**src/rtl/video_pkg.sv**
```systemverilog
// Shared 640x480@60 timing constants, sync polarity enum and runtime control struct
// for the video_* blocks.
package video_pkg;

  localparam int VGA_H_ACTIVE      = 640;
  localparam int VGA_H_FRONT_PORCH = 16;
  localparam int VGA_H_SYNC        = 96;
  localparam int VGA_H_BACK_PORCH  = 48;
  localparam int VGA_V_ACTIVE      = 480;
  localparam int VGA_V_FRONT_PORCH = 10;
  localparam int VGA_V_SYNC        = 2;
  localparam int VGA_V_BACK_PORCH  = 33;

  typedef enum logic {
    SYNC_ACTIVE_LOW  = 1'b0,
    SYNC_ACTIVE_HIGH = 1'b1
  } sync_pol_e;

  typedef struct packed {
    logic      enable;
    sync_pol_e hsync_pol;
    sync_pol_e vsync_pol;
    logic      dblscan;
    logic      scanline;
  } vga_ctrl_t;

  localparam vga_ctrl_t VGA_CTRL_RESET = '{
    enable:    1'b1,
    hsync_pol: SYNC_ACTIVE_LOW,
    vsync_pol: SYNC_ACTIVE_LOW,
    dblscan:   1'b0,
    scanline:  1'b0
  };

  function automatic int rgb_width(input int color_bits);
    return 3 * color_bits;
  endfunction

endpackage

```
**src/rtl/video_delay_line.sv**
```systemverilog
// Fixed-latency shift register that aligns timing flags with the palette pipeline.
module video_delay_line #(
  parameter int WIDTH = 1,
  parameter int DEPTH = 2
) (
  input  logic             clk,
  input  logic             rst,
  input  logic [WIDTH-1:0] d_i,
  output logic [WIDTH-1:0] q_o
);

  logic [WIDTH-1:0] stage_q [DEPTH];

  always_ff @(posedge clk or posedge rst) begin
    if (rst) begin
      for (int i = 0; i < DEPTH; i++) stage_q[i] <= '0;
    end else begin
      stage_q[0] <= d_i;
      for (int i = 1; i < DEPTH; i++) stage_q[i] <= stage_q[i-1];
    end
  end

  assign q_o = stage_q[DEPTH-1];

endmodule

```
**src/rtl/video_vga_timing.sv**
```systemverilog
// Parametrised VGA timing generator with frame-latched runtime config and registered pins.
// Scanline dimming of odd output lines is built only when VGA_SCANLINE_EN is defined.
module video_vga_timing
  import video_pkg::*;
#(
  parameter int COLOR_BITS     = 4,
  parameter int CW             = 11,
  parameter int PIPE_DELAY     = 2,
  parameter int PREFETCH_LINES = 1,
  parameter int H_ACTIVE       = VGA_H_ACTIVE,
  parameter int H_FRONT_PORCH  = VGA_H_FRONT_PORCH,
  parameter int H_SYNC         = VGA_H_SYNC,
  parameter int H_BACK_PORCH   = VGA_H_BACK_PORCH,
  parameter int V_ACTIVE       = VGA_V_ACTIVE,
  parameter int V_FRONT_PORCH  = VGA_V_FRONT_PORCH,
  parameter int V_SYNC         = VGA_V_SYNC,
  parameter int V_BACK_PORCH   = VGA_V_BACK_PORCH
) (
  input  logic                               clk,
  input  logic                               rst,
  input  logic [rgb_width(COLOR_BITS)-1:0]   palette_rgb_data,
  input  logic                               cfg_enable,
  input  logic                               cfg_hsync_pol,
  input  logic                               cfg_vsync_pol,
  input  logic                               cfg_dblscan,
  input  logic                               cfg_scanline,
  input  logic [rgb_width(COLOR_BITS)-1:0]   cfg_border,
  output logic [CW-1:0]                      render_x,
  output logic [CW-1:0]                      render_y,
  output logic                               start_of_screen,
  output logic                               start_of_line,
  output logic                               end_of_screen,
  output logic [7:0]                         frame_cnt,
  output logic [COLOR_BITS-1:0]              vga_r,
  output logic [COLOR_BITS-1:0]              vga_g,
  output logic [COLOR_BITS-1:0]              vga_b,
  output logic                               vga_hsync,
  output logic                               vga_vsync
);

  localparam int RGBW     = rgb_width(COLOR_BITS);
  localparam int H_TOTAL  = H_ACTIVE + H_FRONT_PORCH + H_SYNC + H_BACK_PORCH;
  localparam int V_TOTAL  = V_ACTIVE + V_FRONT_PORCH + V_SYNC + V_BACK_PORCH;
  localparam int HS_START = H_ACTIVE + H_FRONT_PORCH;
  localparam int VS_START = V_ACTIVE + V_FRONT_PORCH;
  // Prefetch line counted back from the last line, wrapping instead of underflowing.
  localparam int SOS_LINE = (((V_TOTAL - 1 - PREFETCH_LINES) % V_TOTAL) + V_TOTAL) % V_TOTAL;

  generate
    if (H_TOTAL > 2**CW || V_TOTAL > 2**CW) begin : g_bad_cw
      $error("video_vga_timing: CW too narrow for H_TOTAL/V_TOTAL");
    end
    if (PIPE_DELAY < 1) begin : g_bad_delay
      $error("video_vga_timing: PIPE_DELAY must be >= 1");
    end
    if (PREFETCH_LINES < 1 || PREFETCH_LINES > V_BACK_PORCH) begin : g_bad_prefetch
      $error("video_vga_timing: PREFETCH_LINES out of range");
    end
  endgenerate

  logic [CW-1:0]   x_q, x_d, y_q, y_d;
  logic [7:0]      frame_q, frame_d;
  vga_ctrl_t       ctrl_q, ctrl_d;
  logic [RGBW-1:0] border_q, border_d;
  logic [RGBW-1:0] rgb_q, rgb_d, rgb_src, rgb_dim;
  logic            hsync_q, hsync_d, vsync_q, vsync_d;
  logic            h_last, v_last, h_active, v_active;
  logic            hsync_raw, vsync_raw, active_raw;
  logic            hsync_dly, vsync_dly, active_dly;

  assign h_last    = (x_q == CW'(H_TOTAL - 1));
  assign v_last    = (y_q == CW'(V_TOTAL - 1));
  assign h_active  = (x_q < CW'(H_ACTIVE));
  assign v_active  = (y_q < CW'(V_ACTIVE));
  assign hsync_raw = (x_q >= CW'(HS_START)) && (x_q < CW'(HS_START + H_SYNC));
  assign vsync_raw = (y_q >= CW'(VS_START)) && (y_q < CW'(VS_START + V_SYNC));
  assign active_raw = h_active && v_active;

  assign start_of_line   = h_last;
  assign start_of_screen = h_last && (y_q == CW'(SOS_LINE));
  assign end_of_screen   = h_last && (y_q == CW'(V_ACTIVE - 1));
  assign frame_cnt       = frame_q;
  assign render_x        = h_active ? x_q : '0;
  assign render_y        = !v_active      ? '0 :
                           ctrl_q.dblscan ? {1'b0, y_q[CW-1:1]} : y_q;

  always_comb begin
    x_d      = h_last ? '0 : x_q + 1'b1;
    y_d      = y_q;
    frame_d  = frame_q;
    ctrl_d   = ctrl_q;
    border_d = border_q;
    if (h_last) begin
      if (v_last) begin
        y_d     = '0;
        frame_d = frame_q + 8'd1;
      end else begin
        y_d = y_q + 1'b1;
      end
    end
    // Config is only ever committed during vertical blanking, ahead of line 0.
    if (start_of_screen) begin
      ctrl_d.enable    = cfg_enable;
      ctrl_d.hsync_pol = sync_pol_e'(cfg_hsync_pol);
      ctrl_d.vsync_pol = sync_pol_e'(cfg_vsync_pol);
      ctrl_d.dblscan   = cfg_dblscan;
      ctrl_d.scanline  = cfg_scanline;
      border_d         = cfg_border;
    end
  end

  always_ff @(posedge clk or posedge rst) begin
    if (rst) begin
      x_q      <= '0;
      y_q      <= '0;
      frame_q  <= '0;
      ctrl_q   <= VGA_CTRL_RESET;
      border_q <= '0;
    end else begin
      x_q      <= x_d;
      y_q      <= y_d;
      frame_q  <= frame_d;
      ctrl_q   <= ctrl_d;
      border_q <= border_d;
    end
  end

  video_delay_line #(.WIDTH(3), .DEPTH(PIPE_DELAY)) u_flag_dly (
    .clk (clk),
    .rst (rst),
    .d_i ({hsync_raw, vsync_raw, active_raw}),
    .q_o ({hsync_dly, vsync_dly, active_dly})
  );

  assign rgb_src = ctrl_q.enable ? palette_rgb_data : border_q;

  genvar gi;
  generate
    for (gi = 0; gi < 3; gi++) begin : g_dim
      assign rgb_dim[gi*COLOR_BITS +: COLOR_BITS] = rgb_src[gi*COLOR_BITS +: COLOR_BITS] >> 1;
    end
  endgenerate

`ifdef VGA_SCANLINE_EN
  logic y0_dly;

  video_delay_line #(.WIDTH(1), .DEPTH(PIPE_DELAY)) u_y0_dly (
    .clk (clk),
    .rst (rst),
    .d_i (y_q[0]),
    .q_o (y0_dly)
  );

  always_comb begin
    rgb_d = '0;
    if (active_dly) rgb_d = (ctrl_q.scanline && y0_dly) ? rgb_dim : rgb_src;
  end
`else
  logic unused_scanline;
  assign unused_scanline = &{1'b0, ctrl_q.scanline, rgb_dim, 1'b0};

  always_comb begin
    rgb_d = '0;
    if (active_dly) rgb_d = rgb_src;
  end
`endif

  assign hsync_d = hsync_dly ^ ~ctrl_q.hsync_pol;
  assign vsync_d = vsync_dly ^ ~ctrl_q.vsync_pol;

  always_ff @(posedge clk or posedge rst) begin
    if (rst) begin
      rgb_q   <= '0;
      hsync_q <= 1'b0;
      vsync_q <= 1'b0;
    end else begin
      rgb_q   <= rgb_d;
      hsync_q <= hsync_d;
      vsync_q <= vsync_d;
    end
  end

  assign vga_r     = rgb_q[RGBW-1 -: COLOR_BITS];
  assign vga_g     = rgb_q[2*COLOR_BITS-1 -: COLOR_BITS];
  assign vga_b     = rgb_q[COLOR_BITS-1:0];
  assign vga_hsync = hsync_q;
  assign vga_vsync = vsync_q;

endmodule
```
**config.mk**
```make
export PLATFORM = sky130hd
export DESIGN_NAME = video_vga_timing
export DESIGN_NICKNAME = d
export VERILOG_FILES = /design/src/rtl/video_pkg.sv /design/src/rtl/video_delay_line.sv /design/src/rtl/video_vga_timing.sv
export SDC_FILE = /design/constraint.sdc
export NUM_CORES = 1
export LEC_CHECK = 0
export ABC_AREA = 1
export BUFFER_PORTS_ARGS = -buffer_cell sky130_fd_sc_hd__buf_2
export CAP_MARGIN = 10
export CELL_PAD_IN_SITES_DETAIL_PLACEMENT = 2
export CELL_PAD_IN_SITES_GLOBAL_PLACEMENT = 2
export CORE_MARGIN = 3
export CORE_UTILIZATION = 28
export CTS_CLUSTER_SIZE = 10
export DETAILED_ROUTE_END_ITERATION = 12
export PLACE_DENSITY = 0.81
export SLEW_MARGIN = 20
export SYNTH_ARGS = -nofsm -noshare
export SYNTH_HDL_FRONTEND = slang
export SYNTH_HIERARCHICAL = 1
export SYNTH_SLANG_ARGS = --single-unit
```
**constraint.sdc**
```tcl
create_clock -name clk -period 2.08 [get_ports clk]
set_input_delay 0.624 -clock clk [delete_from_list [all_inputs] [get_ports clk]]
set_output_delay 0.624 -clock clk [all_outputs]
set_load 0.05 [all_outputs]
```
; ---- Yosys cells after proc, flatten, opt, wreduce, memory -nomap -nowiden
; Index checks and enable logic that the tools add are counted.
; W data, S select, Z words.
[totals]
reg_bits = 66
latch_bits = 0
ram_bits = 0
mem_bits_ro = 0
input_bits = 31
out_inout_bits = 47
memories = 0
[classes]
add_sub_neg = 3
n_mul = 0
div = 0
n_lt_le_gt_ge = 6
eq_ne = 4
n_shift = 0
mux = 7
bitwise = 4
n_reduce_logical = 6
[ops]
columns = operator, count
row1 = $mux W11, 5
row2 = $eq A11 B10 Y1 const B, 3
row3 = $mux W12, 2
row4 = $add A11 B1 Y11 const B, 2
row5 = $lt A11 B10 Y1 const B, 2
row6 = $lt A11 B9 Y1 const B, 2
row7 = $eq A11 B9 Y1 const B, 1
row8 = $ge A11 B10 Y1 const B, 1
row9 = $ge A11 B9 Y1 const B, 1
row10 = $add A8 B1 Y8 const B, 1
row11 = $logic_and A1 B1 Y1, 5
row12 = $not A1 Y1, 2
row13 = $reduce_and A2 Y1, 1
row14 = $xor A1 B1 Y1, 2

; ---- Logic depth before layout (Yosys ltp)
; Gate-level depths: netlist (run 1).
[logic_depth]
word_depth = 2
mapped_depth = 10
mapped_depth_nobuf = 9

; ---- Cells and area by module
; The synthesis (run 1) kept the hierarchy.
[modules_own_cells]
columns = module, n_inst, cells_per_inst, area_per_inst_um2, seq_area_each_um2
row1 = video_vga_timing, 1, 419, 3256.9, 1502.7
row2 = video_delay_line, 1, 10, 176.4, 150.1

; ---- Worst setup path before layout (run 1)
; Ideal clock, no wire load.
[synth_timing]
path_kind = register to output
start = register x_q[0]
end = output end_of_screen
arrival_time_ns = 2.467
slack_ns = -1.011
path_stages_with_launch = 6
n_path_buf = 0
path_cell_list = dfrtp_1 ha_1 nand3_2 nor3_4 nand2_1 nor3_1
[synth_between]
elab_chain_len = 2
[synth_rtl]
columns = element, line_no
row1 = from (decl), video_vga_timing.sv:61  ; logic [CW-1:0] x_q, x_d, y_q, y_d;
row2 = from (signal assigned), video_vga_timing.sv:114  ; x_q <= '0;
row3 = from (signal assigned), video_vga_timing.sv:120  ; x_q <= x_d;
row4 = $eq A11 B10 Y1, video_vga_timing.sv:71  ; assign h_last = (x_q == CW'(H_TOTAL - 1));
row5 = net start_of_line, video_vga_timing.sv:31  ; output logic start_of_line,
row6 = $logic_and A1 B1 Y1, video_vga_timing.sv:81  ; assign end_of_screen = h_last && (y_q == CW'(V_ACTIVE - 1));
row7 = to (decl), video_vga_timing.sv:32  ; output logic end_of_screen,
; The timed path passes the listed nets, and every way through them passes these cells.

; ---- Worst setup path after layout (run 1)
[layout_timing]
start = register x_q[10]
end = output end_of_screen
[layout_between]
elab_chain_len = 2
[layout_rtl]
columns = element, line_no
row1 = $eq A11 B10 Y1, video_vga_timing.sv:71
row2 = $logic_and A1 B1 Y1, video_vga_timing.sv:81
; No other way between the ends.

==> qor.csv, run 1 <==
stage,metric,value,unit
outcome,status,finished with violations,
outcome,violated checks,setup timing,
global_route,largest net degree at the start of global routing,37,
pwr,sw frac,0.234,
hold_path,Hold Path Class,input pin to async pin,
die,Site Rows,39,
routing,"antenna viol nets, final",0,
clock_network,# hold bufs at CTS,0,
pwr,pwr dens,606,nW/µm²
clock_network,Clock Tree Buf Depth,2,
die,starting density of the core,0.293,
place,dpl hpwl,8.17,mm
sta,Fmax,427,MHz
global_route,antenna violations before repair,0,
layout,layout cells sized above 1,0.422,
global_route,"Remaining Overflow, GRT",0,
die,die area,13600,µm²
clock_network,Worst-path clk slew,0.06,ns
sta,RSZ-0062 raised after global routing,true,
critical_path,Max stage delay on crit path,0.42,ns
clock_network,clock tree root driver cell,clkbuf_16,
layout,Layout area overhead,51.6,%
pwr,cell leakage power,2.50,nW
pwr,sw power,0.739,mW
global_route,vias in the first global route,3944,
sta,clock skew,0.00749,ns
logic_synthesis,dominant cell type by area after synthesis,dfrtp_1,
logic_synthesis,post-synth top area share,0.474,
pwr,VDD IR max,0.428,mV
global_route,global-route wire length before repair,21.6,mm
routing,vias per std cell,4.78,
logic_synthesis,Post-synth EDFFs,0,
layout,Util after Layout,0.445,
logic_synthesis,Synth Cell Area,3430,µm²
routing,Iter 0 DRT Violations,147,
sta,final setup fails,23,
critical_path,Buf/Inv on CP,1,
layout,register area,1660,µm²
logic_synthesis,fraction of registers with async set/reset,1.00,
clock_network,CTS Buf Count,9,
pwr,Comb power frac,0.044,
global_route,Tot GR Track Use,0.207,
routing,number of remaining DRC errors,0,
routing,Vias,3424,
logic_synthesis,syn_area_per_cell,8.00,µm²
critical_path,"CP delay by family, top",simple AND/OR/NAND/NOR gates,
layout,Inserted Diodes,0,
critical_path,CP max FO,3,
critical_path,Slowest cell on crit path,dfrtp_1,
pwr,Flop pwr share,0.411,
logic_synthesis,cell count after synthesis,429,
clock_network,clock sink count,66,
die,Die W,117,µm
logic_synthesis,sequential element share of the synthesized area,0.481,
critical_path,kind of end point of the critical path,output pin,
die,core area,11700,µm²
sta,Final Cycle Share,1.13,
logic_synthesis,YS warnings,6,
layout,filler cell count,1308,
clock_network,CTS tree,done,
logic_synthesis,"Distinct cells, synth",34,
critical_path,crit path DAT,1.72,ns
critical_path,CP Launch Type,flop,
routing,wire length per cell,19.0,µm
logic_synthesis,Post-synth top cells,"nand2_1, nor2_1, dfrtp_1",
logic_synthesis,"top cells by area, synth","dfrtp_1, nand2_1, nor2_1, inv_1, o21ai_0",
place,IO Port Bufs,73,
flow_run,Max-Cap Viols,0,
sta,post-route minimum period,2.34,ns
logic_synthesis,Post-synth top flop,dfrtp_1,
place,gp weighted congestion,0.807,
layout,area used by multi-input combinational logic,1770,µm²
clock_network,clk_lat worst skew,0.34,ns
critical_path,Critical Path RT,1.46,ns
sta,Max Slew Vio Count,0,
clock_network,H-tree levels,3,
pwr,Int Power,2.42,mW
die,IO Pins,78,
die,Die H,117,µm
logic_synthesis,Yosys reg bits,66,
routing,final wirelength,13.6,mm
sta,final hold vios,0,
pwr,Clock power frac,0.544,
logic_synthesis,most common cell in the netlist,nand2_1,
sta,setup slack after layout,-0.261,ns
sta,Hold Slack,0.231,ns
layout,nets@finish,603,
critical_path,critical path class,flop to output pin,
critical_path,cell chain of the critical path,nor2_4 > nand2_2 > nor3_4 > nand2_2 > nor3_4 > buf_6,
routing,DRT Pass-1 Iters,4,
==> worst register-to-register path, cell delays in order, from the launching register on <==
cell     delay, ns
dfrtp_2       0.41
nand2_2       0.08
buf_4         0.14
buf_4         0.12
buf_4         0.13
buf_4         0.13
buf_4         0.13
buf_4         0.13
buf_4         0.13
buf_4         0.13
buf_4         0.12
buf_4         0.13
nor2_2        0.07
nand2_1       0.07
xor2_1        0.15
nand2_1       0.06
o21ai_1       0.06
==> flip-flops by register name, indices dropped and copies added (netlist names) <==
signal	cells
border_q	12
ctrl_q	4
frame_cnt	8
rgb_q	12
u_flag_dly/q_o	3
u_flag_dly/stage_q	3
vga_hsync	1
vga_vsync	1
x_q	11
y_q	11
==> area by class of cell <==
| type | count | area share |
|---|---|---|
| Sequential cell | 66 | 0.319 |
| Multi-Input combinational cell | 300 | 0.340 |
| Tap cell | 143 | 0.0344 |
| Clock inverter | 6 | 0.0173 |
| Timing Repair Buffer | 145 | 0.208 |
| Inverter | 46 | 0.0353 |
| Clock buffer | 10 | 0.0459 |
==> metal layers <==
| metal | vias up | share of wire | global-route usage |
|---|---|---|---|
| met3 | 30 | 0.033 | 0.0363 |
| met4 | 0 | 0.034 | 0.0673 |
| li1 | 1610 | - | - |
| met2 | 87 | 0.53 | 0.373 |
| met5 | - | 0 | 0 |
| met1 | 1697 | 0.40 | 0.248 |
==> kinds of logic (layout without fill, tap and decap cells) <==
family / Yosys count / in the layout / synth area share
other: 1 / 3 / 0.00109
DFF: 66 / 66 / 0.481
buffers and inverters: 65 / 207 / 0.0878
xor gates and xnor gates: 16 / 16 / 0.0408
and+or+nand+nor: 238 / 238 / 0.312
AOI/OAI and AO/OA: 39 / 39 / 0.0627
adders and majority gates: 4 / 4 / 0.0146
==> metrics by stage <==
stage / setup TNS, ns / cells / area [µm²] / worst slack, ns / total power [mW]
floorplan: -1.33 / 431 / 3590 / -0.372 / 1.41
global placement: 0 / 667 / 4310 / 0.0256 / 1.46
detailed placement: -0.0237 / 667 / 4310 / -0.0237 / 1.46
CTS: -3.61 / 709 / 5050 / -0.244 / 3.17
global route: -5.67 / 716 / 5210 / -0.348 / 3.25
finish: -3.86 / 716 / 5210 / -0.261 / 3.16
==> power by group through the flow <==
stage	Combinational (mW)	Sequential (mW)	Clock, mW
2_1_floorplan	0.0458	1.37	0
3_3_place_gp	0.140	1.32	0
3_5_place_dp	0.143	1.32	0
4_1_cts	0.144	1.30	1.72
5_1_grt	0.153	1.30	1.80
6_report	0.140	1.30	1.72
==> worst paths after layout <==
path,from,end,slack (ns),depth (start not counted)
max in group asynchronous,rst,ctrl_q[4],1.27,3
min in group clk,u_flag_dly/stage_q[3],u_flag_dly/q_o[0],0.35,0
min,rst,u_flag_dly/stage_q[5],0.23,2
max,x_q[10],end_of_screen,-0.26,6
min reg2reg,u_flag_dly/stage_q[3],u_flag_dly/q_o[0],0.35,0
max reg2reg,y_q[5],y_q[7],-0.21,16
==> cells in the final DEF (no fill, tap or decap), types with 2 or more instances in the layout <==
cell and count:
nand3_2 2, buf_6 25, inv_2 10, inv_1 32, nand4_1 8, nand2_1 105
nand2_2 10, nor2_2 9, a211oi_4 4, clkinvlp_4 3, o21ai_2 2, nor3_4 4
buf_4 66, nor3_1 5, nor2_1 49, dfrtp_1 61, clkbuf_16 9, bufinv_16 2
nand3_1 17, buf_2 51, nand3_4 2, a21oi_1 2, xor2_1 14, nor4_1 2
nand2_4 2, xnor2_1 2, buf_8 2, o21ai_0 25, clkinv_4 2, clkinv_2 2
nor2_4 21, dfrtp_2 3, conb_1 3, ha_1 3, a21oi_2 4
==> repair_timing <==
action / in CTS / in global routing
setup endpoints to repair: 22 / 24
setup buffers: 25 / 8
gates resized for setup: 69 / 34
endpoints found under the hold margin: 0 / 0
pin swaps: 5 / 3
gates cloned: 1 / 0
(Power assumes the default switching activity.)
==> inputs of run 2 (changes only) <==
--- a/config.mk
+++ b/config.mk
@@ -8,3 +8,2 @@
 export ABC_AREA = 1
-export BUFFER_PORTS_ARGS = -buffer_cell sky130_fd_sc_hd__buf_2
 export CAP_MARGIN = 10
@@ -13,5 +12,6 @@
 export CORE_MARGIN = 3
-export CORE_UTILIZATION = 28
+export CORE_UTILIZATION = 33
 export CTS_CLUSTER_SIZE = 10
 export DETAILED_ROUTE_END_ITERATION = 12
+export DONT_BUFFER_PORTS = 1
 export PLACE_DENSITY = 0.81
--- a/constraint.sdc
+++ b/constraint.sdc
@@ -3,2 +3,2 @@
 set_output_delay 0.624 -clock clk [all_outputs]
-set_load 0.05 [all_outputs]
+set_load 0.01 [all_outputs]
==> qor.csv, run 2 (same netlist as run 1, synthesis figures left out) <==
stage,metric,value,unit
outcome,status,finished with violations,
outcome,violated checks,setup timing,
global_route,largest net degree at the start of global routing,41,
clock_network,Worst-path clk slew,0.09,ns
critical_path,kind of end point of the critical path,output pin,
routing,Iter 0 DRT Violations,142,
routing,number of remaining DRC errors,0,
sta,Max-slew headroom,0.657,
clock_network,CTS tree,done,
critical_path,Max stage delay on crit path,0.42,ns
sta,final setup fails,17,
layout,layout cells sized above 1,0.291,
routing,"antenna viol nets, final",0,
die,core area,9950,µm²
place,gp weighted congestion,0.792,
routing,DRT Pass-1 Iters,4,
critical_path,cell chain of the critical path,ha_4 > nand3_4 > nor3_4 > nand2_1 > nor3_2 > buf_4,
die,Die W,108,µm
place,IO Port Bufs,0,
critical_path,critical path class,flop to output pin,
die,die area,11700,µm²
sta,Fin Setup TNS,-1.47,ns
critical_path,CP Launch Type,flop,
routing,vias per std cell,4.87,
sta,RSZ-0062 raised after global routing,true,
clock_network,H-tree levels,3,
critical_path,"CP delay by family, top",simple AND/OR/NAND/NOR gates,
die,Site Rows,36,
die,IO Pins,78,
pwr,cell leakage power,2.03,nW
critical_path,Critical Path RT,1.46,ns
sta,final hold vios,0,
sta,Final Cycle Share,1.12,
die,Die H,108,µm
clock_network,clk_lat worst skew,0.35,ns
critical_path,Reg2Reg Depth,9,
global_route,"Remaining Overflow, GRT",0,
sta,Max Slew Vio Count,0,
clock_network,Clock Tree Buf Depth,2,
die,starting density of the core,0.345,
layout,filler cell count,1129,
layout,most frequent cells in the layout,"nand2_1, dfrtp_1, nor2_1, buf_4, inv_1",
sta,worst-margin pin slew,0.514,ns
layout,"commonest non-fill, non-tap cell in the layout",nand2_1,
global_route,global-route wire length before repair,17.1,mm
sta,post-route minimum period,2.32,ns
global_route,vias in the first global route,3329,
place,pre-CTS WS,0.0997,ns
clock_network,CTS Buf Count,9,
hold_path,Hold Path Class,input pin to async pin,
sta,Fmax,431,MHz
place,dpl hpwl,7.28,mm
global_route,antenna violations before repair,0,
layout,biggest regs,"border_q: 12 flops, rgb_q: 12 flops",
critical_path,CP max FO,2,
critical_path,worst r2r src,x_q[1],
routing,final wirelength,10.8,mm
layout,nets@finish,511,
flow_run,Max-Cap Viols,0,
routing,Vias,2991,
global_route,Tot GR Track Use,0.187,
critical_path,Slowest cell on crit path,dfrtp_1,
sta,clock skew,0.0212,ns
routing,wire length per cell,17.6,µm
layout,Layout area overhead,27.0,%
pwr,pwr dens,595,nW/µm²
layout,Inserted Diodes,0,
pwr,VDD IR max,0.242,mV
sta,setup slack after layout,-0.240,ns
critical_path,Buf/Inv on CP,1,
critical_path,crit path DAT,1.70,ns
clock_network,clock tree root driver cell,clkbuf_8,
clock_network,clock sink count,66,
critical_path,Worst R2R End,y_q[8],
critical_path,flop-to-flop setup slack,0.11,ns
[run 2: cell count changes in the layout (fill, tap and decap cells not counted), sizes merged]
cell,previous run,this run
clkinv,4,5
inv,43,44
buf,145,53
clkbuf,10,9
clkinvlp,3,2
[run 2: cell type report]
cell class | count | area, µm² | area share
tap | 133 | 166 | 0.0382
multi-input combinational | 300 | 1690 | 0.387
sequential | 66 | 1660 | 0.380
clock inverter | 7 | 100 | 0.0230
clock buffer | 9 | 124 | 0.0284
timing repair buffer | 53 | 437 | 0.100
inverter | 46 | 188 | 0.0431
[run 2: what timing repair did]
action,CTS,global route
hold buffers,0,0
endpoints found under the setup margin,22,41
gates cloned,0,0
resized for setup,48,23
setup buffers,13,9
pin swaps,7,9
[run 2: power breakdown]
part           internal, mW  switching [mW]
Clock                 0.686           0.560
Combinational       0.00945          0.0337
Sequential             1.29          0.0104
[run 2: metrics by stage]
stage          utilization  instance area (µm²)  total power, mW  hold slack (ns)  instances
2_1_floorplan            -                 3440             1.37            0.331        431
3_3_place_gp         0.373                 3710             1.37            0.335        576
3_5_place_dp         0.373                 3710             1.38            0.339        576
4_1_cts              0.421                 4190             2.62           0.0746        605
5_1_grt              0.438                 4360             2.71           0.0694        614
6_report             0.438                 4360             2.59           0.0710        614
[run 2: how the worst max path moves through the flow]
stage / from / slack [ns] / end / depth (start not counted)
6_report: x_q[1] / -0.24 / end_of_screen / 6
3_3_place_gp: x_q[0] / 0.08 / end_of_screen / 6
5_1_grt: x_q[1] / -0.34 / end_of_screen / 6
4_1_cts: x_q[6] / -0.14 / end_of_screen / 6
2_1_floorplan: y_q[0] / 0.03 / start_of_screen / 9
3_5_place_dp: x_q[1] / 0.1 / end_of_screen / 6
[run 2: routing by layer]
metal / global-route usage / wire length [µm] / vias to the layer above
li1: - / - / 1425
met1: 0.231 / 4640 / 1491
met2: 0.341 / 5660 / 67
met3: 0.0352 / 405 / 8
met4: 0.0352 / 98 / 0
met5: 0 / 0 / -
